===== src/rtl/rv_pkg.sv =====
// Shared core definitions: architectural defaults and constants used by fetch and decode.
package rv_pkg;

  localparam int          XLEN_DEFAULT     = 32;
  localparam logic [31:0] RESET_PC_DEFAULT = 32'h0000_0000;
  localparam logic [31:0] NOP              = 32'h0000_0013;  // addi x0, x0, 0

  // Instruction word width is fixed by the ISA regardless of XLEN.
  localparam int          ILEN             = 32;

endpackage


===== src/rtl/fetch_queue.sv =====
// Small FIFO holding fetched (instr, pc) pairs; synchronous flush, caller guarantees
// no push when full and no pop when empty.
module fetch_queue
  import rv_pkg::*;
#(
  parameter int WIDTH  = 64,
  parameter int QDEPTH = 4,
  localparam int AW    = $clog2(QDEPTH),
  localparam int CW    = AW + 1
) (
  input  logic             clk,
  input  logic             rst,
  input  logic             flush,
  input  logic             push,
  input  logic [WIDTH-1:0] push_data,
  input  logic             pop,
  output logic [CW-1:0]    count,
  output logic [WIDTH-1:0] head,
  output logic             empty
);

  logic [WIDTH-1:0] mem [QDEPTH];
  logic [AW-1:0]    wr_ptr_reg;
  logic [AW-1:0]    rd_ptr_reg;
  logic [CW-1:0]    count_reg;

  // Pointers wrap naturally because QDEPTH is a power of two.
  always_ff @(posedge clk or negedge rst) begin
    if (!rst) begin
      wr_ptr_reg <= '0;
      rd_ptr_reg <= '0;
      count_reg  <= '0;
    end else if (flush) begin
      wr_ptr_reg <= '0;
      rd_ptr_reg <= '0;
      count_reg  <= '0;
    end else begin
      if (push) wr_ptr_reg <= wr_ptr_reg + AW'(1);
      if (pop)  rd_ptr_reg <= rd_ptr_reg + AW'(1);
      count_reg <= count_reg + CW'(push) - CW'(pop);
    end
  end

  always_ff @(posedge clk) begin
    if (push && !flush) mem[wr_ptr_reg] <= push_data;
  end

  // Head is read combinationally so decode sees it in the same cycle it becomes valid.
  assign head  = mem[rd_ptr_reg];
  assign count = count_reg;
  assign empty = (count_reg == '0);

endmodule


===== src/rtl/fetch_unit.sv =====
// Instruction-fetch front end: owns the PC, issues pipelined requests to a one-cycle
// instruction memory, buffers responses and hands them to decode via valid/ready.
module fetch_unit
  import rv_pkg::*;
#(
  parameter int               XLEN     = XLEN_DEFAULT,
  parameter logic [XLEN-1:0]  RESET_PC = XLEN'(RESET_PC_DEFAULT),
  parameter int               QDEPTH   = 4
) (
  input  logic             clk,
  input  logic             rst,
  output logic             imem_req,
  output logic [XLEN-1:0]  imem_addr,
  input  logic [ILEN-1:0]  imem_rdata,
  input  logic             redirect_valid,
  input  logic [XLEN-1:0]  redirect_pc,
  output logic             out_valid,
  input  logic             out_ready,
  output logic [ILEN-1:0]  out_instr,
  output logic [XLEN-1:0]  out_pc,
  output logic [XLEN-1:0]  out_pc_plus4
);

  localparam int              CW         = $clog2(QDEPTH) + 1;
  localparam int              EW         = ILEN + XLEN;
  localparam logic [XLEN-1:0] WORD_MASK  = ~XLEN'(3);
  localparam logic [XLEN-1:0] RESET_ADDR = RESET_PC & WORD_MASK;

  logic [XLEN-1:0] fetch_pc_reg;
  logic [XLEN-1:0] fetch_pc_next;
  logic            inflight_reg;
  logic [XLEN-1:0] inflight_pc_reg;

  logic [CW-1:0]   q_count;
  logic [EW-1:0]   q_head;
  logic            q_empty;
  logic            q_push;
  logic            q_pop;
  logic            room;
  logic [XLEN-1:0] redirect_target;
  logic [XLEN-1:0] head_pc;
  logic [ILEN-1:0] head_instr;

  assign redirect_target = redirect_pc & WORD_MASK;

  // Room uses the registered count plus the response still owed by memory, so a
  // same-cycle dequeue never creates extra space.
  assign room     = (q_count + CW'(inflight_reg)) < CW'(QDEPTH);
  assign imem_req = rst & ~redirect_valid & room;
  assign imem_addr = fetch_pc_reg;

  assign q_push = inflight_reg & ~redirect_valid;
  assign q_pop  = out_valid & out_ready & ~redirect_valid;

  always_comb begin
    fetch_pc_next = fetch_pc_reg;
    if (redirect_valid)
      fetch_pc_next = redirect_target;
    else if (imem_req)
      fetch_pc_next = fetch_pc_reg + XLEN'(4);
  end

  always_ff @(posedge clk or negedge rst) begin
    if (!rst) begin
      fetch_pc_reg    <= RESET_ADDR;
      inflight_reg    <= 1'b0;
      inflight_pc_reg <= RESET_ADDR;
    end else begin
      fetch_pc_reg <= fetch_pc_next;
      inflight_reg <= imem_req;
      if (imem_req) inflight_pc_reg <= fetch_pc_reg;
    end
  end

  fetch_queue #(
    .WIDTH  (EW),
    .QDEPTH (QDEPTH)
  ) u_queue (
    .clk       (clk),
    .rst       (rst),
    .flush     (redirect_valid),
    .push      (q_push),
    .push_data ({imem_rdata, inflight_pc_reg}),
    .pop       (q_pop),
    .count     (q_count),
    .head      (q_head),
    .empty     (q_empty)
  );

  assign head_instr = q_head[EW-1:XLEN];
  assign head_pc    = q_head[XLEN-1:0];

  // Outputs are forced to zero while the queue is empty so stale RAM contents never leak.
  assign out_valid    = ~q_empty;
  assign out_instr    = out_valid ? head_instr : '0;
  assign out_pc       = out_valid ? head_pc : '0;
  assign out_pc_plus4 = out_valid ? (head_pc + XLEN'(4)) : '0;

endmodule


===== config.mk =====
export PLATFORM = sky130hd
export DESIGN_NAME = fetch_unit
export DESIGN_NICKNAME = d
export VERILOG_FILES = /design/src/rtl/rv_pkg.sv /design/src/rtl/fetch_queue.sv /design/src/rtl/fetch_unit.sv
export SDC_FILE = /design/constraint.sdc
export NUM_CORES = 1
export LEC_CHECK = 0
export CORE_AREA = 4 4 145 203
export CTS_BUF_LIST = sky130_fd_sc_hd__clkbuf_2
export CTS_CLUSTER_DIAMETER = 30
export DETAILED_ROUTE_END_ITERATION = 10
export DIE_AREA = 0 0 149 207
export PLACE_DENSITY = 0.72
export SETUP_SLACK_MARGIN = 0.4
export SYNTH_ARGS = -nofsm -noshare
export SYNTH_HDL_FRONTEND = slang
export SYNTH_SLANG_ARGS = --single-unit

===== constraint.sdc =====
create_clock -name clk -period 3.1 [get_ports clk]
set_clock_uncertainty 0.15 [all_clocks]
set_input_delay 0.31 -clock clk [delete_from_list [all_inputs] [get_ports clk]]
set_output_delay 0.31 -clock clk [all_outputs]
set_load 0.02 [all_outputs]

== Yosys cells after proc, flatten, opt, wreduce, memory -nomap -nowiden ==
Memories as Yosys holds them, arrays and structs flattened.
Index checks and enable logic that the tools add are counted.
Cells by class
  order comparisons: 1
  eq/ne operators: 0
  add/sub/neg operators: 7
  divide/modulo/power cells: 0
  multipliers: 0
  bitwise operators: 7
  reductions and logical operators: 6
  shifts and indexed selects: 0
  multiplexer cells: 12
Operator list (count)
  32-bit 2-to-1 mux: 5
  32-bit by 3-bit adder with 32-bit output, second input constant: 2
  2-bit 2-to-1 mux: 4
  3-bit by 1-bit adder with 3-bit output: 2
  2-bit nonzero test: 3
  1-bit AND: 5
  2-bit by 1-bit adder with 2-bit output, second input constant: 2
  3-bit zero test: 1
  3-bit less-than comparator, second input constant: 1
  3-bit 2-to-1 mux: 1
  3-bit by 1-bit subtractor with 3-bit output: 1
  1-bit 2-to-1 mux: 2
  1-bit inverter: 2
  1-bit logical AND: 1
  1-bit zero test: 1
Storage, ports and cells
  register bits: 72
  output and inout port bits: 130
  latch bits: 0
  memories kept: 1
  bits in writable memories: 256
  bits in read-only memories: 0
Memories
  u_queue.mem: words 4, width 64, rd ports 1, clocked after Yosys merged registers in 0, wr ports 1, line fetch_queue.sv:22  | logic [WIDTH-1:0] mem [QDEPTH];

== Depth between registers and ports, before layout ==
  depth in word-level cells: 6
  depth in mapped cells: 12
  depth with buffers taken out: 11

== Cells and area by module ==
From an unflattened synthesis, not the netlist that was laid out.
Second synthesis, totals
  cells, all modules: 834
  area, all modules: 13768.2 sq um
By module, submodules not included
  fetch_queue: sequential area each 7862.5 sq um, area an instance 9693.0 sq um, cells each 373, times used 1
  fetch_unit: sequential area each 1526.5 sq um, area an instance 4075.2 sq um, cells each 461, times used 1

== Worst setup path before layout ==
No wires, ideal clock.
  path type: reg2out
  from: register u_queue.rd_ptr_reg[0]
  to: output port out_pc_plus4[30]
  path buffers: 2
  path slack: -177 ps
  arrival: 2817 ps
  cell stages (with the launch flop): 9
  cells stage by stage: dfrtp_1 > buf_6 > mux4_2 > ha_1 > nand3_4 > or4_4 > buf_6 > or4b_1 > a21oi_1
Between the ends
  cells in the longest elaborated chain, start to end: 3
Ends and longest elaborated chain
  start: declaration: line fetch_queue.sv:24  | logic [AW-1:0] rd_ptr_reg;
  start signal: assignment: line fetch_queue.sv:39  | if (pop) rd_ptr_reg <= rd_ptr_reg + AW'(1);
  memory 4 x 64 bit
  32-bit by 3-bit adder with 32-bit output: line fetch_unit.sv:97  | assign out_pc_plus4 = out_valid ? (head_pc + XLEN'(4)) : '0;
  32-bit 2-to-1 mux: line fetch_unit.sv:97
  end: declaration: line fetch_unit.sv:21  | output logic [XLEN-1:0] out_pc_plus4
Every way passes these cells.

== Worst setup path after layout ==
  from: register u_queue.rd_ptr_reg[0]
  to: output port out_pc_plus4[27]
Same word-level chain as after synthesis.

==> summary.md <==
| Metric | Value |
|---|---|
| Status | `finished with violations` |
| Failing checks | `negative setup slack` |
| Iteration count of the initial detailed-routing pass | `5` |
| Crit-path max FO | `5` |
| HPWL Detailed | `slightly above 20,000 µm` |
| HP Class | `in -> reg` |
| Setup violators final | `70` |
| First-pass GRT wire length | `about 52,000 µm` |
| Reg clk slew, reported paths | `roughly 0.11 ns` |
| YS warnings | `0` |
| R2R Path Start | `u_queue.count[0]` |
| Post-synth EDFFs | `248` |
| Root buffer cell | `clkbuf_2` |
| Cell Pwr Density | `approximately 750 mW/mm²` |
| Ys async rst share | `0.215` |
| Area grow syn2layout | `40.4%` |
| WS Path Type | `reg -> out` |
| Final worst slack | `-0.983 ns` |
| Antenna violations before repair | `1` |
| Setup TNS | `-26.63 ns` |
| CTS sink count | `about 320` |
| Num ports | `between 150 and 200` |
| Initial DRC count | `471` |
| Hold worst-path end | `u_queue.count[1]` |
| RSZ-0062 raised after global routing | `yes` |
| Die Height | `207 µm` |
| Vias in the first global route | `~9,700` |
| Worst VDD drop | `0.316 mV` |
| Worst-Skew Late Latency | `0.86 ns` |
| Flop-to-flop setup slack | `between 0.4 and 0.5 ns` |
| Final Hold Fails | `0` |
| Die Wd | `about 150 µm` |
| CTS Buffer Depth | `3` |
| Num rows | `72` |
| Antenna-violating nets left | `0` |
| Initial core utilization | `0.486` |
| Max Cap Viol | `0` |
| Register area share after synthesis | `0.682` |
| CTS tree | `built` |
| Commonest non-fill, non-tap cells in the layout | `edfxtp_1 (248), nand2_1 (136), clkbuf_2 (101)` |
| CP Data Required Time | `about 2.6 ns` |
| Period utilization | `1.32` |
| Routed wire per std cell | `approximately 20 µm` |
| Commonest non-fill, non-tap cell in the layout | `edfxtp_1` |
| Total power | `~14 mW` |
| DRC viols | `0` |
| Yosys reg bits | `roughly 320` |
| Cell area after synthesis | `about 0.013 mm²` |
| Routed WL | `33,800 µm` |
| Main synth FF type | `edfxtp_1` |
| Leak pwr | `approximately 7.1 nW` |
| Final net count | `~1,400` |
| Startpoint Class | `flip-flop` |
| Hold depth | `3` |
| Core area | `between 0.02 and 0.03 mm²` |
| Largest net degree at the start of global routing | `63` |
| Final min period | `roughly 4.1 ns` |
| H-tree Lvls | `3` |
| Pins Over Slew Limit | `0` |
| Slew at the pin with the worst max-slew slack | `~0.72 ns` |
| Non-filler instance count after layout | `about 1,700` |
| Fraction of layout cells with a size suffix above 1 | `0.371` |
| Global placer's final weighted congestion | `between 0.8 and 0.9` |
| TritonCTS buffer count | `between 70 and 80` |
| Via count | `approximately 9,000` |
| Reg2reg end | `u_queue.count[2]` |
| Fillers | `1,910` |
| Hold wc startpoint | `redirect_valid` |
| I/O Buffers | `roughly 190` |
| Fmax | `~0.24 GHz` |
| Placed cell count | `approximately 1,500` |
| Mapped Cells | `approximately 900` |
| Synth Area per Inst | `between 15 and 20 µm²` |
| Slew headroom | `0.515` |
| GRT Overall Usage | `0.216` |
| Setup crit end kind | `output pin` |
| Worst EP arrival | `between 3 and 4 ns` |
| Die area | `just over 0.03 mm²` |
| Worst Reg-to-Reg Cells | `13` |
| Grt total ovfl | `0` |
| Synth cell types | `50` |
| Number of flip-flops in the largest register | `about 250` |
| DR vias/cell | `around 5.3` |
==> area by class of cell <==
type / count / area (µm²) / share of cell area
flip-flops and latches: 316 / 9160 / 0.486
clock inverters: 23 / 176 / 0.00937
clock buffers: 101 / 505 / 0.0269
diodes: 1 / 2.50 / 0.000133
well taps: 370 / 463 / 0.0246
inverters: 13 / 58.8 / 0.00312
repair buffers: 388 / 3950 / 0.210
multi-input cells: 520 / 4520 / 0.240
==> Yosys cell counts, types with 6 or more instances <==
library cell	n	area (µm²)
nand4_1	21	131
inv_1	11	41.3
xor2_1	25	219
clkbuf_1	30	113
nor3_1	6	30.0
and3_1	7	43.8
nor2_1	36	135
o21ai_0	34	170
ha_1	8	100
or3_1	11	68.8
edfxtp_1	248	7450
mux4_2	58	1310
nand3_1	23	115
and2_1	65	407
a21oi_1	14	70.1
nand2_1	141	529
buf_2	7	35.0
dfrtp_1	68	1700
xnor2_1	13	114
buf_4	8	60.1
==> critical path, cell delays in order (launching register included) <==
cell     delay, ns
dfrtp_4       0.54
buf_12        0.15
mux4_2        0.37
buf_4         0.13
buf_6         0.08
nand4_1       0.22
or4_4         0.54
or4_4         0.46
a21oi_4       0.16
buf_6         0.13
==> where the power goes <==
| group | switching (mW) | leakage, nW | internal, mW |
|---|---|---|---|
| Combinational | 3.00 | 3.53 | 3.10 |
| Clock | 1.51 | 0.508 | 1.13 |
| Sequential | 0.347 | 3.09 | 5.04 |
| Total | 4.86 | 7.13 | 9.27 |
==> kinds of logic (layout without fill, tap and decap cells) <==
family | after synthesis | in the layout | share of synthesized area
AOI/OAI and AO/OA | 63 | 63 | 0.0266
xor gates and xnor gates | 38 | 38 | 0.0248
adders and majority gates | 9 | 9 | 0.00896
buffers and inverters | 62 | 525 | 0.0214
DFF | 316 | 316 | 0.682
muxes | 70 | 70 | 0.112
other | 1 | 7 | 0.000280
and+or+nand+nor | 334 | 334 | 0.124
==> metal layers <==
layer | part of all wire | track usage | up-vias
met4 | 0.027 | 0.0834 | 0
li1 | - | - | 4217
met3 | 0.057 | 0.0435 | 63
met5 | 0 | 0 | -
met2 | 0.55 | 0.390 | 333
met1 | 0.37 | 0.252 | 4493
==> worst max path at each step <==
stage                       endpoint  cells after the start                  start
detailed placement  out_pc_plus4[18]                      8  u_queue.rd_ptr_reg[0]
finish              out_pc_plus4[27]                      9  u_queue.rd_ptr_reg[0]
floorplan           out_pc_plus4[30]                      8  u_queue.rd_ptr_reg[0]
global placement    out_pc_plus4[28]                      7  u_queue.rd_ptr_reg[0]
global route        out_pc_plus4[27]                      9  u_queue.rd_ptr_reg[0]
CTS                 out_pc_plus4[27]                      8  u_queue.rd_ptr_reg[0]
==> timing repair <==
item,4_1_cts,5_1_grt
endpoints found under the hold margin,233,0
resized for setup,552,60
endpoints found under the setup margin,94,99
gates cloned,3,2
hold buffers,66,0
buffers inserted,29,14
pin swaps,28,27
==> stage by stage <==
| step | hold slack, ns | setup WS [ns] | util | area (µm²) |
|---|---|---|---|---|
| floorplan | -0.136 | 0.0544 | - | 13600 |
| finish | 0.282 | -0.983 | 0.683 | 18800 |
| global route | 0.220 | -1.13 | 0.683 | 18800 |
| detailed placement | 0.252 | -0.555 | 0.596 | 16400 |
| global placement | 0.258 | -0.476 | 0.596 | 16400 |
| CTS | 0.157 | -1.00 | 0.671 | 18500 |
No activity file was read; power rests on OpenSTA's default activity.
